`config.mk`:
```
export PLATFORM = sky130hd
export DESIGN_NAME = tc_xact_tracker_flat
export DESIGN_NICKNAME = d
export VERILOG_FILES = /design/src/rtl/tc_xact_tracker_if.sv /design/src/rtl/tc_xact_tracker.sv /design/src/flat_wrapper.sv
export SDC_FILE = /design/constraint.sdc
export NUM_CORES = 1
export LEC_CHECK = 0
export BUFFER_PORTS_ARGS = -buffer_cell sky130_fd_sc_hd__buf_4
export CAP_MARGIN = 20
export CORE_ASPECT_RATIO = 2
export CORE_MARGIN = 10
export CORE_UTILIZATION = 61
export DETAILED_ROUTE_END_ITERATION = 10
export PLACE_DENSITY = 0.89
export SLEW_MARGIN = 20
export SYNTH_ARGS = -nofsm -noshare
export SYNTH_HDL_FRONTEND = slang
export SYNTH_SLANG_ARGS = --single-unit
```
`constraint.sdc`:
```
create_clock -name clk -period 10.33 [get_ports clk]
set_input_delay 2.066 -clock clk [delete_from_list [all_inputs] [get_ports clk]]
set_output_delay 2.066 -clock clk [all_outputs]
set_load 0.01 [all_outputs]
```
`src/rtl/tc_xact_tracker_if.sv`:
```
// Trace-request, acquire and grant signal bundle for tc_xact_tracker.
// The master modport is the tracker itself; slave is the trace source / tag cache side.
interface tc_xact_tracker_if #(
    parameter int ADDR_W = 26,
    parameter int ID_W   = 7,
    parameter int BEATS  = 8
);
    localparam int BW = (BEATS > 1) ? $clog2(BEATS) : 1;

    logic              req_valid;
    logic              req_ready;
    logic [ADDR_W-1:0] req_addr_block;
    logic [2:0]        req_a_type;

    logic              acq_valid;
    logic              acq_ready;
    logic [ADDR_W-1:0] acq_addr_block;
    logic [ID_W-1:0]   acq_xact_id;
    logic [BW-1:0]     acq_addr_beat;
    logic [2:0]        acq_a_type;

    logic              gnt_valid;
    logic              gnt_ready;
    logic [ID_W-1:0]   gnt_xact_id;
    logic [BW-1:0]     gnt_addr_beat;

    modport master (
        input  req_valid, req_addr_block, req_a_type,
        output req_ready,
        output acq_valid, acq_addr_block, acq_xact_id, acq_addr_beat, acq_a_type,
        input  acq_ready,
        input  gnt_valid, gnt_xact_id, gnt_addr_beat,
        output gnt_ready
    );

    modport slave (
        output req_valid, req_addr_block, req_a_type,
        input  req_ready,
        input  acq_valid, acq_addr_block, acq_xact_id, acq_addr_beat, acq_a_type,
        output acq_ready,
        output gnt_valid, gnt_xact_id, gnt_addr_beat,
        input  gnt_ready
    );
endinterface

```
`src/rtl/tc_xact_tracker.sv`:
```
// TileLink acquire/grant traffic engine: issues trace requests into slot-tracked
// acquires, retires them on grant beats and accumulates latency statistics.
module tc_xact_tracker #(
    parameter int ADDR_W  = 26,
    parameter int ID_W    = 7,
    parameter int MAX_OUT = 8,
    parameter int BEATS   = 8,
    parameter int LAT_W   = 32
) (
    input  logic                       clk,
    input  logic                       reset,
    tc_xact_tracker_if.master          bus,
    output logic [$clog2(MAX_OUT):0]   outstanding,
    output logic [LAT_W-1:0]           stat_done,
    output logic [LAT_W+15:0]          stat_lat_sum,
    output logic [LAT_W-1:0]           stat_lat_max,
    output logic                       err_unexp,
    output logic                       idle
);
    localparam int SW    = $clog2(MAX_OUT);
    localparam int BW    = (BEATS > 1) ? $clog2(BEATS) : 1;
    localparam int SUM_W = LAT_W + 16;

    localparam logic [0:0] S_IDLE  = 1'b0;
    localparam logic [0:0] S_ISSUE = 1'b1;

    localparam logic [2:0] T_GET_BLOCK = 3'd1;
    localparam logic [2:0] T_PUT_BLOCK = 3'd3;

    localparam logic [BW:0]      CNT_ONE  = (BW+1)'(1);
    localparam logic [BW:0]      CNT_BLK  = (BW+1)'(BEATS);
    localparam logic [BW-1:0]    LAST_BT  = BW'(BEATS - 1);
    localparam logic [LAT_W-1:0] LAT_ONE  = LAT_W'(1);
    localparam logic [SW:0]      OUT_ONE  = (SW+1)'(1);

    logic [0:0]         state;
    logic [LAT_W-1:0]   now;
    logic [MAX_OUT-1:0] busy;
    logic [MAX_OUT-1:0] started;
    logic [MAX_OUT-1:0] is_blk;
    logic [BW:0]        gcnt    [MAX_OUT];
    logic [LAT_W-1:0]   t_start [MAX_OUT];

    logic              acq_valid_q;
    logic [ADDR_W-1:0] acq_addr_q;
    logic [2:0]        acq_type_q;
    logic [BW-1:0]     acq_beat_q;
    logic [SW-1:0]     cur_slot;

    logic [SW-1:0]    free_idx;
    logic             any_free;
    logic             req_ready_w;
    logic             req_fire;
    logic             acq_fire;
    logic [SW-1:0]    g_slot;
    logic             g_in_range;
    logic             g_ok;
    logic             g_done;
    logic [BW:0]      g_need;
    logic [LAT_W-1:0] g_lat;
    logic [SUM_W:0]   sum_ext;
    logic             unused_gnt_beat;

    always_comb begin
        free_idx = '0;
        any_free = 1'b0;
        for (int unsigned i = 0; i < MAX_OUT; i++) begin
            if (!busy[i] && !any_free) begin
                free_idx = SW'(i);
                any_free = 1'b1;
            end
        end
    end

    // Gated by reset so every handshake output reads 0 while reset is held.
    assign req_ready_w = !reset && (state == S_IDLE) && any_free;
    assign req_fire    = bus.req_valid && req_ready_w;
    assign acq_fire    = acq_valid_q && bus.acq_ready;

    // A slot only accepts grants once its first acquire beat has gone out.
    assign g_slot     = bus.gnt_xact_id[SW-1:0];
    assign g_in_range = 32'(bus.gnt_xact_id) < 32'(MAX_OUT);
    assign g_ok       = bus.gnt_valid && g_in_range && busy[g_slot] && started[g_slot];
    assign g_need     = is_blk[g_slot] ? CNT_BLK : CNT_ONE;
    assign g_done     = g_ok && ((gcnt[g_slot] + CNT_ONE) == g_need);
    assign g_lat      = now - t_start[g_slot];
    assign sum_ext    = {1'b0, stat_lat_sum} + (SUM_W+1)'(g_lat);

    assign unused_gnt_beat = ^bus.gnt_addr_beat;

    assign bus.req_ready      = req_ready_w;
    assign bus.gnt_ready      = !reset;
    assign bus.acq_valid      = acq_valid_q;
    assign bus.acq_addr_block = acq_addr_q;
    assign bus.acq_xact_id    = ID_W'(cur_slot);
    assign bus.acq_addr_beat  = acq_beat_q;
    assign bus.acq_a_type     = acq_type_q;

    assign idle = (state == S_IDLE) && (outstanding == '0);

    always_ff @(posedge clk) begin
        if (reset) begin
            state        <= S_IDLE;
            now          <= '0;
            busy         <= '0;
            started      <= '0;
            is_blk       <= '0;
            acq_valid_q  <= 1'b0;
            acq_addr_q   <= '0;
            acq_type_q   <= '0;
            acq_beat_q   <= '0;
            cur_slot     <= '0;
            outstanding  <= '0;
            stat_done    <= '0;
            stat_lat_sum <= '0;
            stat_lat_max <= '0;
            err_unexp    <= 1'b0;
            for (int unsigned i = 0; i < MAX_OUT; i++) begin
                gcnt[i]    <= '0;
                t_start[i] <= '0;
            end
        end else begin
            now <= now + LAT_ONE;

            case (state)
                S_IDLE: begin
                    if (req_fire) begin
                        state            <= S_ISSUE;
                        acq_valid_q      <= 1'b1;
                        acq_addr_q       <= bus.req_addr_block;
                        acq_type_q       <= bus.req_a_type;
                        acq_beat_q       <= '0;
                        cur_slot         <= free_idx;
                        busy[free_idx]   <= 1'b1;
                        started[free_idx] <= 1'b0;
                        is_blk[free_idx] <= (bus.req_a_type == T_GET_BLOCK);
                        gcnt[free_idx]   <= '0;
                    end
                end
                S_ISSUE: begin
                    if (acq_fire) begin
                        if (acq_beat_q == '0) begin
                            started[cur_slot] <= 1'b1;
                            t_start[cur_slot] <= now;
                        end
                        if ((acq_type_q == T_PUT_BLOCK) && (acq_beat_q != LAST_BT)) begin
                            acq_beat_q <= acq_beat_q + BW'(1);
                        end else begin
                            state       <= S_IDLE;
                            acq_valid_q <= 1'b0;
                        end
                    end
                end
            endcase

            if (g_ok) begin
                if (g_done) begin
                    busy[g_slot] <= 1'b0;
                    stat_done    <= stat_done + LAT_ONE;
                    stat_lat_sum <= sum_ext[SUM_W] ? '1 : sum_ext[SUM_W-1:0];
                    if (g_lat > stat_lat_max) begin
                        stat_lat_max <= g_lat;
                    end
                end else begin
                    gcnt[g_slot] <= gcnt[g_slot] + CNT_ONE;
                end
            end

            if (bus.gnt_valid && !g_ok) begin
                err_unexp <= 1'b1;
            end

            if (req_fire && !g_done) begin
                outstanding <= outstanding + OUT_ONE;
            end else if (!req_fire && g_done) begin
                outstanding <= outstanding - OUT_ONE;
            end
        end
    end
endmodule

```
`src/flat_wrapper.sv`:
```
// flat-port wrapper written by rule: the top's interface ports become plain ports
module tc_xact_tracker_flat 
#(
    parameter int ADDR_W  = 26,
    parameter int ID_W    = 7,
    parameter int MAX_OUT = 8,
    parameter int BEATS   = 8,
    parameter int LAT_W   = 32
)
  (clk, reset, outstanding, stat_done, stat_lat_sum, stat_lat_max, err_unexp, idle, bus_req_valid, bus_req_addr_block, bus_req_a_type, bus_req_ready, bus_acq_valid, bus_acq_addr_block, bus_acq_xact_id, bus_acq_addr_beat, bus_acq_a_type, bus_acq_ready, bus_gnt_valid, bus_gnt_xact_id, bus_gnt_addr_beat, bus_gnt_ready);
  tc_xact_tracker_if #(.ADDR_W(ADDR_W), .ID_W(ID_W), .BEATS(BEATS)) bus_i ();
  input  logic clk;
  input  logic reset;
  output logic [$clog2(MAX_OUT):0] outstanding;
  output logic [LAT_W-1:0] stat_done;
  output logic [LAT_W+15:0] stat_lat_sum;
  output logic [LAT_W-1:0] stat_lat_max;
  output logic err_unexp;
  output logic idle;
  input wire logic [$bits(bus_i.req_valid)-1:0] bus_req_valid;
  input wire logic [$bits(bus_i.req_addr_block)-1:0] bus_req_addr_block;
  input wire logic [$bits(bus_i.req_a_type)-1:0] bus_req_a_type;
  output wire logic [$bits(bus_i.req_ready)-1:0] bus_req_ready;
  output wire logic [$bits(bus_i.acq_valid)-1:0] bus_acq_valid;
  output wire logic [$bits(bus_i.acq_addr_block)-1:0] bus_acq_addr_block;
  output wire logic [$bits(bus_i.acq_xact_id)-1:0] bus_acq_xact_id;
  output wire logic [$bits(bus_i.acq_addr_beat)-1:0] bus_acq_addr_beat;
  output wire logic [$bits(bus_i.acq_a_type)-1:0] bus_acq_a_type;
  input wire logic [$bits(bus_i.acq_ready)-1:0] bus_acq_ready;
  input wire logic [$bits(bus_i.gnt_valid)-1:0] bus_gnt_valid;
  input wire logic [$bits(bus_i.gnt_xact_id)-1:0] bus_gnt_xact_id;
  input wire logic [$bits(bus_i.gnt_addr_beat)-1:0] bus_gnt_addr_beat;
  output wire logic [$bits(bus_i.gnt_ready)-1:0] bus_gnt_ready;
  assign bus_i.req_valid = bus_req_valid;
  assign bus_i.req_addr_block = bus_req_addr_block;
  assign bus_i.req_a_type = bus_req_a_type;
  assign bus_req_ready = bus_i.req_ready;
  assign bus_acq_valid = bus_i.acq_valid;
  assign bus_acq_addr_block = bus_i.acq_addr_block;
  assign bus_acq_xact_id = bus_i.acq_xact_id;
  assign bus_acq_addr_beat = bus_i.acq_addr_beat;
  assign bus_acq_a_type = bus_i.acq_a_type;
  assign bus_i.acq_ready = bus_acq_ready;
  assign bus_i.gnt_valid = bus_gnt_valid;
  assign bus_i.gnt_xact_id = bus_gnt_xact_id;
  assign bus_i.gnt_addr_beat = bus_gnt_addr_beat;
  assign bus_gnt_ready = bus_i.gnt_ready;
  tc_xact_tracker #(.ADDR_W(ADDR_W), .ID_W(ID_W), .MAX_OUT(MAX_OUT), .BEATS(BEATS), .LAT_W(LAT_W)) u_core (.clk(clk), .reset(reset), .bus(bus_i), .outstanding(outstanding), .stat_done(stat_done), .stat_lat_sum(stat_lat_sum), .stat_lat_max(stat_lat_max), .err_unexp(err_unexp), .idle(idle));
endmodule
```
==> results.ini, run 1 <==
[clock_tree]
insertion_delay_ns=0.58
h-tree-depth=2
cts_buffers=42
postCtsSetupRepairBufs=0
root_buffer=clkbuf_16
cts_hold_buf=0
cts.sinks=498
ctsResizeCount=0
clk_pin_slew_ns=0.07
cts_buffer_depth=3
cts_tree=yes

[sta]
relSlewSlack_pct=24.3
setup_viol=0
min_period_ns=9.15
finalMaxSlewViolations=0
rsz0062_at_grt=false
finalHoldViolCount=0
period_share_pct=88.6
finClkSkew_ns=0.0236
worst_slack_ns=1.18
tightest_slew_ns=1.14
fmax_mhz=109
fin_tns_setup_ns=0

[final_layout]
finalInstanceArea_sq_mm=0.0286
layout_commonest_cell=edfxtp_1
area_delta_synth_final_pct=13.2
layout.nets=2768
drive_above_1_share_pct=13.0
final_cell_mix=edfxtp_1, and2_1, buf_4
antenna_cells=0
fill_cells=2908

[drt]
dr.first_iter.drc_count=2329
wire_per_inst_um=24.3
totalWireLength_um=77600
drtPass1Iterations=6
via_per_inst=6.56
drc_errors=0
drtAntennaViolNets=0
vias=20900

[grt]
use_met2_pct=53.6
grt_overflow_total=0
antenna_found_initial=0
track_usage_pct=29.8
use_met3_pct=4.39
grt_max_degree=83
grt_busiest_layer=met2
grt_pass1_vias=21000
grt_pass1_wl_um=118000
grtUsageMet1_pct=31.1

[power_and_ir_drop]
p_per_area_mw_per_mm2=152
power_leakage_nw=11.0
ir_drop_mv=0.120
power.total_mw=4.34

[floorplanning]
dieWidth_um=164
start_util_pct=61.5
die-area_sq_mm=0.0504
coreArea_sq_mm=0.0410
rows=105
io_pins=204
die_h_um=308

[yosys]
synthFlopType=edfxtp_1
synthTopCellsByArea=edfxtp_1, dfxtp_1, and2_1
ys_types=75
ys_seq_area_share_pct=50.9
synth_edf_count=288
mappedNetlistArea_sq_mm=0.0252
yosysWarnings=0
syn_avg_cell_area_sq_um=10.1
synth_top_area_share_pct=34.3
ys_ff_latch=498
syn-instance-count=2502
synth_area_leader_cell=edfxtp_1
async_flop_share_pct=0

[worst_hold_path]
hold_path.class=flip-flop to flip-flop

[worst_setup_path]
crit_path_start_kind=input port
r2r_slack_ns=3.42
crit_type=input port to flip-flop
worstPathRequired_ns=10.73
path_max_fanout=30
arrival_ns=9.55
endpoint_kind=flip-flop

[run_status]
outcome=completed

[placed_design]
place_ws_ns=0.872
port-buffer-count=196
postPlaceCellArea_sq_mm=0.0271
gp_congestion=0.984
hpwl_um=53600

[run]
drv_cap=0

## where the power goes
part	switching (mW)	total (mW)	internal, mW
registers	0.0267	2.17	2.14
clock network	0.756	1.71	0.951
logic	0.304	0.470	0.166
## cells in the mapped netlist (7+ instances only)
cell,number
a211oi_1,26
a21o_1,36
a21oi_1,159
a221oi_1,23
a22o_1,20
a22oi_1,84
a311oi_1,22
a31oi_1,16
and2_1,251
and3_1,55
and4_1,20
buf_1,12
buf_2,14
clkbuf_1,132
dfxtp_1,210
edfxtp_1,288
ha_1,104
inv_1,60
mux2i_1,16
mux4_2,8
nand2_1,215
nand2b_1,15
nand3_1,61
nand3b_1,7
nand4_1,36
nor2_1,201
nor2b_1,12
nor3_1,48
nor3b_1,7
nor4_1,13
o211ai_1,8
o21a_1,13
o21ai_0,76
o21bai_1,8
or2_2,14
or3_1,13
xnor2_1,51
xor2_1,69
## area by class of cell
class | instances | area, sq um | area share (%)
clock buffer | 53 | 1110 | 3.90
clock inverter | 25 | 332 | 1.16
inverter | 62 | 233 | 0.815
multi-input combinational | 1782 | 11600 | 40.5
sequential | 498 | 12900 | 45.0
tap | 535 | 669 | 2.34
timing repair buffer | 231 | 1790 | 6.26
## registers in the layout, summed over array words and instances, names as in the netlist, 3 cells and up
| register | flops |
|---|---|
| u_core.gcnt | 32 |
| u_core.is_blk | 8 |
| u_core.cur_slot | 3 |
| u_core.busy | 8 |
| u_core.bus.acq_addr_block | 26 |
| u_core.bus.acq_addr_beat | 3 |
| u_core.stat_lat_max | 32 |
| u_core.stat_lat_sum | 48 |
| u_core.outstanding | 4 |
| u_core.stat_done | 32 |
| u_core.started | 8 |
| u_core.now | 32 |
| u_core.t_start | 256 |
| u_core.bus.acq_a_type | 3 |
## cells by family after synthesis
group	synth area share, %
other	0.0149
XOR/XNOR	4.17
AND/OR/NAND/NOR	20.1
buffers and inverters	3.49
adder cells (fa/ha/maj)	5.40
AO/OA/AOI/OAI	14.4
multiplexers	1.48
flip-flops	50.9
## per-layer routing
layer	up-vias	share of wire [%]
li1	9296	-
met1	9972	33
met2	1265	51
met3	362	8.7
met4	0	7.5
met5	-	0
## path summary, 6_finish.rpt
check,from,end,cells after the start
worst max-delay path,bus_gnt_xact_id[0],u_core.stat_lat_sum[22],22
worst min-delay path,u_core.bus.acq_addr_block[20],u_core.bus.acq_addr_block[20],2
worst max register to register,u_core.t_start[4][1],u_core.stat_lat_sum[22],21
worst min register to register,u_core.bus.acq_addr_block[20],u_core.bus.acq_addr_block[20],2
## through the flow
step / utilization (%) / cells / hold slack [ns]
2_1_floorplan: - / 2505 / 0.433
4_1_cts: 69.7 / 3186 / 0.456
3_5_place_dp: 66.1 / 3108 / 0.447
6_report: 69.7 / 3186 / 0.456
3_3_place_gp: 66.1 / 3108 / 0.443
5_1_grt: 69.7 / 3186 / 0.474
## worst max-delay path, stage by stage
cell      delay [ns]
buf_4           0.33
and3b_1         0.95
a22o_1          0.27
a221oi_1        0.04
and3_1          0.25
ha_1            0.27
o31ai_1         0.51
a211oi_1        0.25
o311a_1         0.46
o41ai_1         0.51
o21ai_0         0.21
xor2_1          0.38
ha_1            0.39
a211oi_1        0.29
o21bai_1        0.11
a211oi_1        0.25
o21ai_0         0.17
a211oi_1        0.62
o21ai_0         0.26
nand2b_1        0.51
buf_4           0.30
a311oi_1        0.11
No activity file was read; power rests on OpenSTA's default activity.
==> run 2, diff against run 1 <==
- ABC_AREA: not set -> 1
==> run 2 against run 1 <==
Global-route usage increased by 2.4 points. Critical path depth rose by 6. Synthesized area increased by 9.8%. Cell count up 38%. Sequential share of layout area shrank 3.7 points. Sequential power about the same. Critical path type unchanged.
==> results.ini, run 2 <==
[floorplanning]
die-area_sq_mm=0.0548
start_util_pct=61.5
rows=110
coreArea_sq_mm=0.0450
io_pins=204
die_h_um=321
dieWidth_um=171

[sta]
tightest_slew_ns=1.09
worst_slack_ns=2.24
hold_ws_ns=0.463
min_period_ns=8.09
finalHoldViolCount=0
finClkSkew_ns=0.0202
setup_viol=0
fmax_mhz=124
finalMaxSlewViolations=0
period_share_pct=78.3
rsz0062_at_grt=false
fin_tns_setup_ns=0
relSlewSlack_pct=27.0

[drt]
via_per_inst=5.92
vias=26000
dr.first_iter.drc_count=2636
drc_errors=0
totalWireLength_um=90600
wire_per_inst_um=20.6
drtAntennaViolNets=0
drtPass1Iterations=8

[grt]
grt_pass1_wl_um=137000
grt_max_degree=88
grt_overflow_total=0
grt_pass1_vias=25500
use_met2_pct=57.8
use_met3_pct=4.42
grt_busiest_layer=met2
grtUsageMet1_pct=31.6
antenna_found_initial=3
track_usage_pct=32.2

[yosys]
synth_top_area_share_pct=31.2
yosysMostFrequentCell=nand2_1
synthFlopType=edfxtp_1
ys_ff_latch=498
synth_common_cells=nand2_1, nor2_1, inv_1
syn_avg_cell_area_sq_um=7.59
synth_edf_count=288
synth_area_leader_cell=edfxtp_1
ys_seq_area_share_pct=46.4
async_flop_share_pct=0
syn-instance-count=3647
synthTopCellsByArea=edfxtp_1, dfxtp_1, nand2_1
mappedNetlistArea_sq_mm=0.0277
yosysWarnings=0
ys_types=48

[power_and_ir_drop]
seqPwrFrac_pct=48.7
power.total_mw=4.46
p_per_area_mw_per_mm2=143
p_comb_share_pct=13.0
p_switching_mw=1.20
power_leakage_nw=13.4
intPower_mw=3.26
switching_share_pct=26.8
clockPowerShare_pct=38.3
ir_drop_mv=0.128

[clock_tree]
ctsResizeCount=0
cts_buffers=44
cts_hold_buf=0
clk_pin_slew_ns=0.07
cts_tree=yes
cts_buffer_depth=3
postCtsSetupRepairBufs=0
insertion_delay_ns=0.59
h-tree-depth=2
cts.sinks=498
root_buffer=clkbuf_16

[final_layout]
drive_above_1_share_pct=8.74
top_register=u_core.t_start
finalInstanceArea_sq_mm=0.0311
area_delta_synth_final_pct=12.4
layout_commonest_cell=nand2_1
multiInputGateArea_sq_mm=0.0126
fill_cells=3635
largest_register_ffs=256
final_cell_mix=nand2_1, nor2_1, inv_1
seq_area_sq_mm=0.0129
fin_util_pct=69.1
layout.nets=3949
instances_no_fill=4397
largestRegisters=u_core.t_start x256, u_core.stat_lat_sum x48

[run]
drv_cap=0

[worst_hold_path]
hold_path.class=flip-flop to flip-flop

[worst_setup_path]
path_max_fanout=30
critical_path_buf_inv_count=7
cpMostUsedCell=nand2_1
crit_slowest_cell=inv_1
worstPathRequired_ns=10.80
crit_type=input port to flip-flop
crit_path_start_kind=input port
endpoint_kind=flip-flop
r2r_slack_ns=4.53
slowest_delay_ns=0.59
arrival_ns=8.56
cp_top_family=simple AND/OR/NAND/NOR gates

[run_status]
outcome=completed

[placed_design]
gp_congestion=1.03
hpwl_um=65200
port-buffer-count=196
postPlaceCellArea_sq_mm=0.0296
place_inst=4312
place_ws_ns=1.79

==> run 2: cell type report <==
cell class,instances,share of cell area [%]
sequential,498,41.3
clock buffer,64,3.99
timing repair buffer,238,5.74
tap,560,2.25
multi-input combinational,2569,40.5
inverter,447,5.40
antenna,3,0.0241
clock inverter,18,0.756
==> run 2: cell families after synthesis <==
family	after synthesis	share of synthesized area, %
flops	498	46.4
buf+inv	583	8.17
other cells	1	0.0135
simple gates	1954	28.8
compound gates	417	8.91
fa+ha+maj	107	4.92
xor+xnor	87	2.75
==> run 2: worst paths after layout <==
path,start,endpoint,depth (start not counted)
max,bus_gnt_xact_id[0],u_core.stat_lat_sum[4],28
min,u_core.is_blk[3],u_core.is_blk[3],2
max reg2reg,u_core.t_start[4][0],u_core.stat_lat_sum[4],27
min reg2reg,u_core.is_blk[3],u_core.is_blk[3],2
==> run 2: worst reg2reg max path: stages (launching register included) <==
cell      delay, ns
edfxtp_1       0.38
a22o_1         0.25
a221oi_1       0.24
nand4_1        0.15
ha_1           0.24
fa_1           0.40
nand3b_1       0.18
nand2_1        0.11
a21oi_1        0.15
o21ai_0        0.55
nand2_1        0.10
nand2_1        0.20
nand2_1        0.11
nand3_1        0.09
nand2_1        0.14
ha_1           0.24
a21oi_1        0.36
inv_1          0.08
nand2_1        0.09
nand2_1        0.05
a21oi_1        0.24
nand2_1        0.11
inv_1          0.08
nand2_1        0.06
nand2_1        0.09
nand3_2        0.59
nor2_1         0.35
nor2_1         0.07
==> run 2: power groups by stage <==
stage / Combinational, mW / Clock [mW] / Sequential, mW
3_5_place_dp: 0.562 / 0 / 2.22
2_1_floorplan: 0.379 / 0 / 2.21
3_3_place_gp: 0.552 / 0 / 2.21
6_report: 0.579 / 1.71 / 2.17
5_1_grt: 0.634 / 1.79 / 2.18
4_1_cts: 0.567 / 1.71 / 2.17
==> run 2: metal layers <==
layer	vias up	part of all wire [%]
met4	0	9.2
met2	1446	51
met3	430	7.4
met5	-	0
met1	12000	32
li1	12200	-
